===== config.mk =====
export PLATFORM = sky130hd
export DESIGN_NAME = pwm_compare_dt
export DESIGN_NICKNAME = d
export VERILOG_FILES = /design/src/rtl/pwm_compare_dt.sv
export SDC_FILE = /design/constraint.sdc
export NUM_CORES = 1
export LEC_CHECK = 0
export BUFFER_PORTS_ARGS = -buffer_cell sky130_fd_sc_hd__buf_4
export CAP_MARGIN = 20
export CELL_PAD_IN_SITES_DETAIL_PLACEMENT = 1
export CELL_PAD_IN_SITES_GLOBAL_PLACEMENT = 2
export CORE_MARGIN = 2
export CORE_UTILIZATION = 25
export CTS_CLUSTER_SIZE = 30
export DETAILED_ROUTE_END_ITERATION = 16
export GPL_ROUTABILITY_DRIVEN = 0
export PLACE_DENSITY = 0.63
export REMOVE_ABC_BUFFERS = 1
export SETUP_SLACK_MARGIN = 0.05
export SYNTH_ARGS = -nofsm -noshare
export SYNTH_HDL_FRONTEND = slang
export SYNTH_SLANG_ARGS = --single-unit
export TNS_END_PERCENT = 50

===== constraint.sdc =====
create_clock -name clk -period 5.33 [get_ports clk]
set_clock_uncertainty 0.15 [all_clocks]
set_input_delay 0.533 -clock clk [delete_from_list [all_inputs] [get_ports clk]]
set_output_delay 0.533 -clock clk [all_outputs]
set_load 0.01 [all_outputs]

===== src/rtl/pwm_compare_dt.sv =====
`default_nettype none
// =============================================================================
// pwm_compare_dt : carrier comparator driving a complementary gate pair with
//                  dead-time insertion. Optional macro PWMCMP_SHADOW_EN.
// count_mode: 0 NO_COUNT, 1 COUNT_UP, 2 COUNT_DOWN, 3 COUNT_UPDOWN; pwm_onoff: 0 OFF, 1 ON
// Revision: 1.0
// =============================================================================
module pwm_compare_dt #(
  parameter int PWMCOUNT_WIDTH = 16,
  parameter int DT_WIDTH       = 8
) (
  input  logic                      clk,
  input  logic                      reset,
  input  logic [PWMCOUNT_WIDTH-1:0] carrier,
  input  logic [PWMCOUNT_WIDTH-1:0] period,
  input  logic [1:0]                count_mode,
  input  logic                      pwm_onoff,
  input  logic [PWMCOUNT_WIDTH-1:0] compare,
  input  logic [DT_WIDTH-1:0]       deadtime,
  output logic                      pwm_h,
  output logic                      pwm_l,
  output logic                      sync_event
);

  localparam logic [1:0]          NO_COUNT     = 2'd0;
  localparam logic [1:0]          COUNT_UPDOWN = 2'd3;
  localparam logic                PWM_OFF      = 1'b0;
  localparam logic [DT_WIDTH-1:0] DT_ONE       = {{(DT_WIDTH-1){1'b0}}, 1'b1};

  typedef enum logic [2:0] {
    S_OFF   = 3'd0,
    S_HIGH  = 3'd1,
    S_DT_HL = 3'd2,
    S_LOW   = 3'd3,
    S_DT_LH = 3'd4
  } state_t;

  state_t                    state_q, state_d;
  logic [DT_WIDTH-1:0]       cnt_q, cnt_d;
  logic [DT_WIDTH-1:0]       dt_sh_q, dt_sh_d;
  logic [PWMCOUNT_WIDTH-1:0] cmp_sh_q, cmp_sh_d;
  logic [PWMCOUNT_WIDTH-1:0] carrier_prev_q, carrier_prev_d;
  logic                      pwm_h_q, pwm_h_d;
  logic                      pwm_l_q, pwm_l_d;
  logic                      sync_event_q, sync_event_d;
  logic                      stop;
  logic                      event_hit;
  logic                      shadow_load;
  logic                      raw;

  always_comb begin
    stop      = (pwm_onoff == PWM_OFF) || (count_mode == NO_COUNT) || (period == '0);
    event_hit = ((carrier == '0) && (carrier_prev_q != '0)) ||
                ((count_mode == COUNT_UPDOWN) && (carrier == period) && (carrier_prev_q != period));
    raw       = (carrier < cmp_sh_q);
  end

`ifdef PWMCMP_SHADOW_EN
  // Shadows track the inputs freely while stopped so a restart uses fresh values.
  always_comb shadow_load = event_hit || stop;
`else
  always_comb shadow_load = 1'b1;
`endif

  always_comb begin
    carrier_prev_d = carrier;
    sync_event_d   = event_hit;
    cmp_sh_d       = shadow_load ? compare  : cmp_sh_q;
    dt_sh_d        = shadow_load ? deadtime : dt_sh_q;
  end

  // Any direction change restarts the dead time from the latest turn-off.
  always_comb begin
    state_d = state_q;
    cnt_d   = cnt_q;
    if (stop) begin
      state_d = S_OFF;
      cnt_d   = '0;
    end else begin
      case (state_q)
        S_OFF: begin
          state_d = raw ? S_DT_LH : S_DT_HL;
          cnt_d   = dt_sh_q;
        end
        S_HIGH: begin
          if (!raw) begin
            state_d = S_DT_HL;
            cnt_d   = dt_sh_q;
          end
        end
        S_LOW: begin
          if (raw) begin
            state_d = S_DT_LH;
            cnt_d   = dt_sh_q;
          end
        end
        S_DT_HL: begin
          if (raw) begin
            state_d = S_DT_LH;
            cnt_d   = dt_sh_q;
          end else if (cnt_q == '0) begin
            state_d = S_LOW;
          end else begin
            cnt_d = cnt_q - DT_ONE;
          end
        end
        S_DT_LH: begin
          if (!raw) begin
            state_d = S_DT_HL;
            cnt_d   = dt_sh_q;
          end else if (cnt_q == '0) begin
            state_d = S_HIGH;
          end else begin
            cnt_d = cnt_q - DT_ONE;
          end
        end
        default: begin
          state_d = S_OFF;
          cnt_d   = '0;
        end
      endcase
    end
    pwm_h_d = (state_d == S_HIGH);
    pwm_l_d = (state_d == S_LOW);
  end

  always_ff @(posedge clk) begin
    if (reset) begin
      state_q        <= S_OFF;
      cnt_q          <= '0;
      dt_sh_q        <= '0;
      cmp_sh_q       <= '0;
      carrier_prev_q <= '0;
      pwm_h_q        <= 1'b0;
      pwm_l_q        <= 1'b0;
      sync_event_q   <= 1'b0;
    end else begin
      state_q        <= state_d;
      cnt_q          <= cnt_d;
      dt_sh_q        <= dt_sh_d;
      cmp_sh_q       <= cmp_sh_d;
      carrier_prev_q <= carrier_prev_d;
      pwm_h_q        <= pwm_h_d;
      pwm_l_q        <= pwm_l_d;
      sync_event_q   <= sync_event_d;
    end
  end

  assign pwm_h      = pwm_h_q;
  assign pwm_l      = pwm_l_q;
  assign sync_event = sync_event_q;

endmodule
`default_nettype wire


Word level (Yosys, flattened, before mapping)
Cells that the tools add are included.
{"block": "totals", "regBits": 54, "out_inout_bits": 3, "word_cells": 51}
{"block": "classes", "n_addsub": 1, "magnitude_cmp": 1, "eq_ne": 11, "mux": 15, "bitwise_logic": 1, "reduce_logical": 14}
{"op": "$mux 8", "n": 5}
{"op": "$pmux 8 s5", "n": 1}
{"op": "$logic_not 16->1", "n": 2}
{"op": "$mux 3", "n": 8}
{"op": "$eq 16x16->1", "n": 1}
{"op": "$lt 16x16->1", "n": 1}
{"op": "$ne 16x16->1", "n": 1}
{"op": "$reduce_bool 16->1", "n": 1}
{"op": "$pmux 3 s5", "n": 1}
{"op": "$eq 3x2->1 const B", "n": 3}
{"op": "$logic_not 8->1", "n": 1}
{"op": "$sub 8x1->8 const B", "n": 1}
{"op": "$eq 3x1->1 const B", "n": 2}
{"op": "$ne 2x2->1 const B", "n": 2}
{"op": "$eq 3x3->1 const B", "n": 1}
{"op": "$logic_and 1x1->1", "n": 3}
{"op": "$logic_not 3->1", "n": 1}
{"op": "$logic_or 1x1->1", "n": 3}
{"op": "$eq 2x2->1 const B", "n": 1}
{"op": "$logic_not 2->1", "n": 1}
{"op": "$reduce_and 2->1", "n": 1}
{"op": "$reduce_or 2->1", "n": 1}
{"op": "$not 1->1", "n": 1}

Depth between registers and ports, before layout
{"block": "logic_depth", "depth_word": 6, "depth_mapped": 10, "depth_no_buf": 9}

Least setup slack after synthesis
OpenSTA, ideal clock, no wires.
{"block": "synth_timing", "path_kind": "input -> register", "startpoint": "input carrier[15]", "endpoint": "register cnt_q[5]", "setup_time_ps": 88, "arrival_ps": 2454, "t_required_ps": 5092, "slack_ps": 2637, "stages": 9, "path_cell_list": "ha_1 nand4_1 nor4_2 a32o_2 o211ai_1 a211oi_2 buf_6 nand2_2 a311oi_2"}
{"block": "synth_via", "elab_chain_cells": 3}
{"element": "start, declared", "line_no": "14", "source": "input logic [PWMCOUNT_WIDTH-1:0] carrier,"}
{"element": "$lt 16x16->1 *", "line_no": "55", "source": "raw = (carrier < cmp_sh_q);"}
{"element": "$mux 8 (tied with other cells)", "line_no": "108", "source": "if (!raw) begin"}
{"element": "$pmux 8 s5 or $reduce_and 2->1 (tied branches)"}
{"element": "end signal, assigned", "line_no": "139", "source": "cnt_q <= cnt_d;"}
{"element": "end, declared", "line_no": "39", "source": "logic [DT_WIDTH-1:0] cnt_q, cnt_d;"}
Mark *: on every way between the ends. The rest lies on a longest branch, timed or not.
A chain may end at the register's enable or synchronous reset.

Final worst setup path
{"block": "layout_timing", "startpoint": "input carrier[15]", "endpoint": "register cnt_q[2]"}
Same word-level chain as after synthesis.

==> implementation parameters <==
Parameter                              Value

Run status
  Run status ... finished, final reports clean

Power and ir drop
  Overall Power ... 1.01 mW
  Power per cell area ... 270 mW/mm^2
  Clock power frac ... 37.6%
  IR drop worst, VDD ... 119 uV
  Share of total power in sequential cells ... 43.2%
  Internal Pwr Total ... 743 uW
  Net switching share of the total power ... 26.4%
  Leak Pwr ... 1.41 nW
  Share of power burned in combinational logic ... 19.2%
  Net load switching power ... 266 uW

Setup path
  Worst Path Arrival ... 3.21 ns
  Required @ worst endpoint ... 5.40 ns
  Launching instance or port of the critical path ... carrier[15]
  Worst Setup End Kind ... register
  Largest fanout on the critical path ... 11
  Type of origin of the critical path ... input pin
  CP Class ... in -> reg
  RR Startpoint ... cmp_sh_q[15]

Final layout
  Storage cell area ... 0.00108 sq mm
  Fin nets ... 469
  Layout area overhead ... 26.6%
  Layout cell share with drive strength beyond 1 ... 22.0%
  Highest-count cells in the layout ignoring fill and taps ... 63 x sky130_fd_sc_hd__buf_4, 54 x sky130_fd_sc_hd__dfxtp_1, 40 x sky130_fd_sc_hd__nor2b_1
  Combined area of the multi-input logic cells ... 0.00173 sq mm
  Count of antenna diodes in the layout ... 0
  Post-Layout Inst Area ... 0.00374 sq mm
  Filler Cell Count ... 1357
  Leading cell type in the layout, fill and taps excluded ... sky130_fd_sc_hd__buf_4

Clock tree
  Clk sinks ... 54
  Clk buf depth ... 2
  Count of H-tree levels built during CTS ... 2
  Root Driver ... sky130_fd_sc_hd__clkbuf_16
  CTS resizes ... 0
  Hold-fix buffer count after cts ... 0
  Clock transition at the registers of the reported paths ... 0.07 ns
  Setup fix buffers added after clock tree synthesis ... 0
  Clock latency of the later-clocked register in the worst-skew pair ... 0.30 ns
  TritonCTS clock tree ... done
  CTS buffer count ... 5

Timing
  Minimum clock period after layout ... 3.14 ns
  Final-layout setup total negative slack ... 0 ns
  Number of pins exceeding their max-slew limit in the final report ... 0
  Fmax ... 319 MHz
  Max-Slew Margin vs Limit ... 46.0%
  Final setup viols ... 0
  Unrepaired setup endpoints after global routing ... false
  Transition time of the tightest slew-check pin ... 0.808 ns
  Share of the cycle needed by the critical path after routing ... 58.9%
  Total count of hold-check failures in the final report ... 0

Logic synthesis
  Dominant register cell in the synthesized netlist ... sky130_fd_sc_hd__dfxtp_1
  Share of the yosys chip area belonging to registers ... 36.6%
  Mean area per synthesized cell ... 9.00 sq um
  Post-Syn Area ... 0.00295 sq mm
  #FFs+latches synth ... 54
  Warning count from the yosys run ... 0
  Cell count after synthesis ... 328
  Distinct cell type count of the synthesized netlist ... 57
  Number of synthesized flops with an enable pin ... 0
  Ys async rst share ... 0%

Drt
  Overall routed net length ... 8790 microns
  Antenna violation net count after detailed routing ... 0
  Remaining routing DRC violations ... 0
  Vias/cell ... 4.78
  Number of vias after detailed routing ... 2551
  Highest routed metal layer ... met4
  Routed met3 length ... 330 microns
  Starting DRC count in detailed routing ... 77
  Routed WL per cell ... 16.5 microns
  Detailed route wirelength on metal2 ... 3880 microns
  Post-Route M1 WL ... 4490 microns
  Detailed Routing Iterations Pass 1 ... 4

Die
  Die area ... 0.0127 sq mm
  # rows ... 39
  Width of the die ... 113 microns
  Effective utilization at floorplan ... 25.7%
  Area of the core ... 0.0115 sq mm
  Die height ... 113 microns
  Count of pins on the block boundary ... 64

Global route
  Via count of the first global-routing pass ... 2732
  GRT Util Overall ... 14.5%
  Wire length of the first global-routing pass ... 14400 microns
  Pin count of the biggest net entering global routing ... 46
  Remaining Overflow, GRT ... 0
  Number of antenna violations at the first check in global routing ... 0

Job
  Total of max-cap violations ... 0

Place
  Port Buffer Count ... 63
  Area after DPL ... 0.00357 sq mm
  Placed wire-length estimate ... 7000 microns

Min path
  Classification of the worst-slack hold path ... in -> reg
  Hold Crit Start ... deadtime[4]
## critical path, stage by stage
cell and delay, ns:
sky130_fd_sc_hd__buf_4 0.13, sky130_fd_sc_hd__ha_1 0.32, sky130_fd_sc_hd__nand4_1 0.15, sky130_fd_sc_hd__nor4_2 0.44, sky130_fd_sc_hd__a32o_2 0.39, sky130_fd_sc_hd__o211ai_1 0.14
sky130_fd_sc_hd__a211oi_2 0.70, sky130_fd_sc_hd__a32oi_1 0.20, sky130_fd_sc_hd__o22ai_1 0.19
## through the flow
step | worst slack, ns | utilization [%] | hold slack, ns | cells
final | 2.19 | 32.6 | 0.292 | 534
after global routing | 2.01 | 32.6 | 0.300 | 534
after CTS | 2.19 | 32.6 | 0.289 | 534
after detailed placement | 1.89 | 31.1 | 0.324 | 527
after global placement | 2.04 | 31.1 | 0.310 | 527
after floorplan | 2.48 | - | 0.292 | 321
## flip-flops by register name, indices dropped and copies added (netlist names)
register,flops
dt_sh_q,8
state_q,3
pwm_l,1
cnt_q,8
carrier_prev_q,16
pwm_h,1
sync_event,1
cmp_sh_q,16
## power groups by stage
stage                     clock network, mW  registers [mW]  logic, mW
after floorplan                           0           0.441      0.109
after global placement                    0           0.445      0.193
after detailed placement                  0           0.445      0.195
after CTS                             0.389           0.436      0.197
after global routing                  0.405           0.438      0.218
final                                 0.379           0.436      0.193
## layer usage
layer	global-route usage, %	up-vias
li1	-	1296
met1	20.6	1196
met2	22.4	53
met3	2.86	6
met4	3.74	0
met5	0	-
## area by class of cell
class                           instances  area share, %
Clock buffer                            6           3.72
Multi-Input combinational cell        240           46.4
Clock inverter                          1          0.803
Sequential cell                        54           28.9
Inverter                               27           2.71
Tap cell                              143           4.79
Timing Repair Buffer                   63           12.7
## cell usage after synthesis (3+ instances only)
cell type	number	area share [%]
sky130_fd_sc_hd__nor2_1	14	1.8
sky130_fd_sc_hd__nand2_1	15	1.9
sky130_fd_sc_hd__inv_1	26	3.3
sky130_fd_sc_hd__clkbuf_1	4	0.51
sky130_fd_sc_hd__ha_1	17	7.2
sky130_fd_sc_hd__o211ai_1	3	0.76
sky130_fd_sc_hd__xnor2_1	28	8.3
sky130_fd_sc_hd__a21oi_1	13	2.2
sky130_fd_sc_hd__o21a_1	3	0.76
sky130_fd_sc_hd__nor4_1	18	3.8
sky130_fd_sc_hd__o21ai_0	11	1.9
sky130_fd_sc_hd__nand4_1	14	3.0
sky130_fd_sc_hd__xor2_1	4	1.2
sky130_fd_sc_hd__dfxtp_1	54	37
sky130_fd_sc_hd__nor3_1	6	1.0
sky130_fd_sc_hd__o22ai_1	5	1.1
sky130_fd_sc_hd__nor2b_1	40	8.5
sky130_fd_sc_hd__a32oi_1	3	0.89
sky130_fd_sc_hd__a31oi_1	5	1.1
## cells by family (layout without fill, tap and decap cells)
| family | after synthesis | count (layout) | synth area share, % |
|---|---|---|---|
| xor gates and xnor gates | 32 | 32 | 9.50 |
| buffers and inverters | 34 | 97 | 4.62 |
| AOI/OAI and AO/OA | 67 | 67 | 17.3 |
| muxes | 1 | 1 | 0.466 |
| adders and majority gates | 17 | 17 | 7.21 |
| DFF | 54 | 54 | 36.6 |
| and+or+nand+nor | 123 | 123 | 24.3 |
## final timing paths
kind	to	slack [ns]	depth (start not counted)
worst max register to register	cnt_q[2]	2.24	9
worst min register to register	cnt_q[4]	0.34	2
worst max-delay path	cnt_q[2]	2.19	9
worst min-delay path	dt_sh_q[4]	0.29	2
(Power assumes the default switching activity.)
